==> config.mk <==
export PLATFORM = sky130hd
export DESIGN_NAME = mod12_hour_tracker
export DESIGN_NICKNAME = d
export VERILOG_FILES = /design/src/rtl/mod12_hour_tracker_pkg.sv /design/src/rtl/mod12_hour_tracker_bcd.sv /design/src/rtl/mod12_hour_tracker.sv
export SDC_FILE = /design/constraint.sdc
export NUM_CORES = 1
export LEC_CHECK = 0
export CAP_MARGIN = 25
export CORE_MARGIN = 5
export CORE_UTILIZATION = 47
export CTS_CLUSTER_SIZE = 12
export DETAILED_ROUTE_END_ITERATION = 10
export PLACE_DENSITY_LB_ADDON = 0.1
export SYNTH_ARGS = -nofsm -noshare
export SYNTH_HDL_FRONTEND = slang
export SYNTH_HIERARCHICAL = 1
export SYNTH_SLANG_ARGS = --single-unit
export TNS_END_PERCENT = 30
==> constraint.sdc <==
create_clock -name clk -period 2.1 [get_ports clk]
set_input_delay 0.315 -clock clk [delete_from_list [all_inputs] [get_ports clk]]
set_output_delay 0.315 -clock clk [all_outputs]
set_load 0.01 [all_outputs]
==> src/rtl/mod12_hour_tracker_pkg.sv <==
// Shared definitions for the hour tracker: FSM state encoding and the
// bounds of the mod-12 counter code space.
package mod12_hour_tracker_pkg;

    typedef enum logic [1:0] {
        ST_INIT  = 2'd0,
        ST_TRACK = 2'd1,
        ST_ERR   = 2'd2
    } state_t;

    localparam logic [3:0] MOD12_MAX   = 4'd11;
    localparam logic [3:0] ILLEGAL_MIN = 4'd12;

    // A counter code is legal when it lies in 0..11.
    function automatic logic is_legal(input logic [3:0] v);
        return (v < ILLEGAL_MIN);
    endfunction

endpackage

==> src/rtl/mod12_hour_tracker_bcd.sv <==
// Combinational map from a mod-12 counter value to the two BCD digits of
// a 12-hour clock face. Counter value 0 is shown as hour 12.
module hour12_to_bcd (
    input  logic [3:0] prev,
    output logic       tens,
    output logic [3:0] ones
);

    // Values 10 and 11 (and 0, shown as 12) need a tens digit of 1.
    always_comb begin
        tens = 1'b0;
        ones = prev;
        if (prev == 4'd0) begin
            tens = 1'b1;
            ones = 4'd2;
        end else if (prev >= 4'd10) begin
            tens = 1'b1;
            ones = prev - 4'd10;
        end
    end

endmodule

==> src/rtl/mod12_hour_tracker.sv <==
// Hour tracker sitting behind a mod-12 loadable counter. Each sampled
// counter value is classified as a step, an 11->0 wrap or a load jump;
// the AM/PM flag toggles on wraps and a registered 12-hour BCD display
// follows the last good value. Illegal codes (12-15) raise err.
module mod12_hour_tracker
    import mod12_hour_tracker_pkg::*;
#(
    parameter bit RESET_PM   = 1'b0,
    parameter bit ERR_STICKY = 1'b1
) (
    input  logic       clk,
    input  logic       rst,
    input  logic [3:0] cnt_q,
    input  logic       cnt_valid,
    input  logic       err_clr,
    output logic       disp_tens,
    output logic [3:0] disp_ones,
    output logic       disp_valid,
    output logic       pm,
    output logic       wrap_pulse,
    output logic       jump_pulse,
    output logic       err
);

    state_t     state_reg, state_next;
    logic [3:0] prev_reg,  prev_next;
    logic       tens_reg,  tens_next;
    logic [3:0] ones_reg,  ones_next;
    logic       dv_reg,    dv_next;
    logic       pm_reg,    pm_next;
    logic       wrap_reg,  wrap_next;
    logic       jump_reg,  jump_next;
    logic       err_reg,   err_next;

    // Digits of the incoming sample; they become the display whenever
    // the sample is accepted as the new prev.
    logic       sample_tens;
    logic [3:0] sample_ones;

    hour12_to_bcd u_bcd (
        .prev (cnt_q),
        .tens (sample_tens),
        .ones (sample_ones)
    );

    // State register; every output comes straight from a flop.
    always_ff @(posedge clk or posedge rst) begin
        if (rst) begin
            state_reg <= ST_INIT;
            prev_reg  <= 4'd0;
            tens_reg  <= 1'b0;
            ones_reg  <= 4'd0;
            dv_reg    <= 1'b0;
            pm_reg    <= RESET_PM;
            wrap_reg  <= 1'b0;
            jump_reg  <= 1'b0;
            err_reg   <= 1'b0;
        end else begin
            state_reg <= state_next;
            prev_reg  <= prev_next;
            tens_reg  <= tens_next;
            ones_reg  <= ones_next;
            dv_reg    <= dv_next;
            pm_reg    <= pm_next;
            wrap_reg  <= wrap_next;
            jump_reg  <= jump_next;
            err_reg   <= err_next;
        end
    end

    // Next-state: classify the sample against prev and update tracking.
    always_comb begin
        state_next = state_reg;
        prev_next  = prev_reg;
        tens_next  = tens_reg;
        ones_next  = ones_reg;
        dv_next    = dv_reg;
        pm_next    = pm_reg;
        wrap_next  = 1'b0;
        jump_next  = 1'b0;
        err_next   = err_reg;

        if (state_reg == ST_ERR) begin
            // Samples are ignored here; only err_clr gets us out, and it
            // wins over a sample arriving in the same cycle.
            if (err_clr) begin
                err_next   = 1'b0;
                state_next = ST_INIT;
            end
        end else begin
            if (err_clr) begin
                err_next = 1'b0;
            end
            if (cnt_valid) begin
                if (!is_legal(cnt_q)) begin
                    // Set beats a simultaneous clear; prev and display hold.
                    err_next = 1'b1;
                    if (ERR_STICKY) begin
                        state_next = ST_ERR;
                    end
                end else if (state_reg == ST_INIT) begin
                    // First good sample seeds prev without any event.
                    prev_next  = cnt_q;
                    tens_next  = sample_tens;
                    ones_next  = sample_ones;
                    dv_next    = 1'b1;
                    state_next = ST_TRACK;
                end else if (cnt_q != prev_reg) begin
                    prev_next = cnt_q;
                    tens_next = sample_tens;
                    ones_next = sample_ones;
                    if (prev_reg == MOD12_MAX && cnt_q == 4'd0) begin
                        wrap_next = 1'b1;
                        pm_next   = ~pm_reg;
                    end else if (cnt_q != prev_reg + 4'd1) begin
                        jump_next = 1'b1;
                    end
                end
            end
        end
    end

    assign disp_tens  = tens_reg;
    assign disp_ones  = ones_reg;
    assign disp_valid = dv_reg;
    assign pm         = pm_reg;
    assign wrap_pulse = wrap_reg;
    assign jump_pulse = jump_reg;
    assign err        = err_reg;

endmodule

==> impl_metrics.csv <==
group,metric,value,unit
synth,yosysTopAreaCellShare,43.9,%
cts,tritoncts,"built",
floorplanning,core_area,1900,um^2
routing,viasPerCell,5.05,
floorplanning,die_area,2920,um^2
routing,via_count,661,
grt,antenna_found_initial,0,
critical_path,cp_slowest_stage_delay,0.65,ns
sta,slew_headroom,58.4,%
finish,fin_nets,115,
sta,min_period,1.76,ns
cts,clk_latency,0.29,ns
sta,clock_skew,0.00616,ns
placement,place.gp.congestion,0.827,
floorplanning,io_pins,18,
floorplanning,die_y,54.1,um
pwr,power_leakage,0.000518,uW
grt,grt_max_degree,17,
grt,grt_pass1_wl,2840,um
synth,synth_top_cell_by_area,"dfrtp_1",
hold_path,worstHoldPathType,"in2async",
pwr,power_density,1020,nW/um^2
cts,post_cts_buffers,0,
finish,area_delta_synth_final,31.3,%
synth,ys_warn_count,6,
critical_path,cp.arrival,1.94,ns
cts,clock_sinks,16,
floorplanning,die_x,54.1,um
synth,synth_seq_area_share,43.9,%
synth,synth_area_leaders,"dfrtp_1, mux2_4, mux2_2",
critical_path,crit_family,"buffers and inverters",
synth,synth_cell_type_count,35,
cts,holdBufCountCts,0,
sta,max_slew.worst_pin.slew,0.624,ns
synth,syn_area,912,um^2
synth,ys_seq_elements,16,
synth,synth_edf_count,0,
cts,cts_root_buf,"clkbuf_4",
flow_run,cap_violations,0,
finish,fillCellCount,166,
pwr,vdd_drop_max,666,uV
placement,port_buffers,17,
routing,remaining_drc_errors,0,
sta,period_share,84.0,%
outcome,status,"completed",
synth,synthArstFlopShare,100,%
synth,syn_nets,87,
cts,clk_path_buf_depth,2,
floorplanning,start_util,48.0,%
routing,ant_nets,0,
synth,postSynthCellCount,77,
finish,drive_above_1_share,27.9,%
routing,routed_wl,1740,um
grt,grt_use_total,13.5,%
critical_path,cp_slowest_cell,"clkdlybuf4s50_1",
finish,diodes,0,
routing,drtIter0Drc,8,
synth,synth_area_per_cell,11.8,um^2
floorplanning,rows,16,
sta,finalHoldViolCount,0,
grt,grt_pass1_vias,634,
critical_path,required,2.28,ns
routing,dr.pass1.iters,4,
sta,setup_violations,0,
critical_path,worstSetupEndpointType,"flop",
sta,tns,0,ns
sta,fmax,567,MHz
cts,post_cts_resized,0,
cts,numCtsBuffers,3,
grt,gr-total-overflow,0,
critical_path,path_cells,"clkdlybuf4s50_1 > xor2_2 > nor4b_4 > a21oi_4 > mux2_4",
cts,clkTransAtPathRegs,0.10,ns
placement,hpwl,1370,um
sta,slew_violations,0,
critical_path,path_class,"in2reg",
finish,fin_area,1200,um^2
placement,dpl_cell_area,1160,um^2
critical_path,cp_max_fo,6,
routing,avgRoutedWirePerCell,13.2,um
cts,htreeDepth,1,
sta,rsz0062_at_grt,"no",
critical_path,startpoint_type,"input port",
synth,synth_ff_type,"dfrtp_1",
critical_path,critPathBufInv,1,
-- cell families (layout without fill, tap and decap cells) --
logic type	Yosys count	after routing	synth area share, %
compound gates	15	15	12.5
xor+xnor	8	8	8.51
fa+ha+maj	2	2	2.74
buf+inv	8	35	4.11
flops	16	16	43.9
mux	10	10	14.8
simple gates	18	18	13.4
-- per-layer routing --
metal  up-vias  global-route usage [%]  wire, um
li1        330                       -         -
met1       312                    17.7       841
met2        17                    22.0       810
met3         2                    2.49        68
met4         0                    4.98        16
met5         -                       0         0
-- metrics by stage --
step	setup WS (ns)	hold WS (ns)	instances	power (uW)	utilization, %
finish	0.337	0.397	131	1220	63.0
global route	0.248	0.464	131	1300	63.0
CTS	0.340	0.416	131	1240	63.0
detailed placement	0.0320	0.447	127	1030	61.1
global placement	0.0860	0.441	127	1020	61.1
floorplan	0.599	0.229	77	822	-
-- layout make-up --
class | count | area [um^2] | share of cell area (%)
Tap cell | 27 | 33.8 | 2.82
Sequential cell | 16 | 400 | 33.4
Timing Repair Buffer | 25 | 230 | 19.2
Multi-Input combinational cell | 53 | 474 | 39.6
Clock buffer | 4 | 36.3 | 3.03
Inverter | 6 | 22.5 | 1.88
-- placed cells by master, fill, tap and decap left out, types with 2 or more instances in the layout --
| master | synthesis | layout |
|---|---|---|
| a21oi_1 | 3 | 3 |
| buf_4 | 0 | 8 |
| clkbuf_4 | 0 | 3 |
| clkdlybuf4s50_1 | 0 | 17 |
| dfrtp_1 | 16 | 16 |
| ha_1 | 2 | 2 |
| inv_1 | 6 | 6 |
| mux2_2 | 4 | 4 |
| mux2_4 | 6 | 6 |
| nand2_1 | 3 | 3 |
| nand3b_1 | 2 | 2 |
| nor2_1 | 4 | 4 |
| xnor2_1 | 5 | 5 |
| xor2_1 | 2 | 2 |
-- power by group --
group / switching, uW / internal (uW) / leakage (uW)
Sequential: 89.2 / 406 / 0.000193
Combinational: 210 / 314 / 0.000304
Clock: 100 / 106 / 0.0000210
-- cells in the mapped netlist (2+ instances only) --
| cell | instances |
|---|---|
| ha_1 | 2 |
| mux2_4 | 6 |
| inv_1 | 6 |
| xnor2_1 | 5 |
| dfrtp_1 | 16 |
| nor2_1 | 4 |
| a21oi_1 | 3 |
| mux2_2 | 4 |
| nand3b_1 | 2 |
| nand2_1 | 3 |
| xor2_1 | 2 |
-- worst paths after layout --
kind / from / to / slack (ns) / depth (start not counted)
max: cnt_q[2] / disp_ones[3]$_DFFE_PP0P_ / 0.34 / 5
min: rst / disp_ones[0]$_DFFE_PP0P_ / 0.40 / 2
max reg2reg: prev_reg[2]$_DFFE_PP0P_ / disp_ones[3]$_DFFE_PP0P_ / 0.50 / 4
min reg2reg: disp_valid$_DFFE_PP0P_ / disp_valid$_DFFE_PP0P_ / 0.47 / 1
max in group asynchronous: rst / disp_tens$_DFFE_PP0P_ / 1.30 / 2
min in group clk: disp_valid$_DFFE_PP0P_ / disp_valid$_DFFE_PP0P_ / 0.47 / 1
No activity file was read; power rests on OpenSTA's default activity.
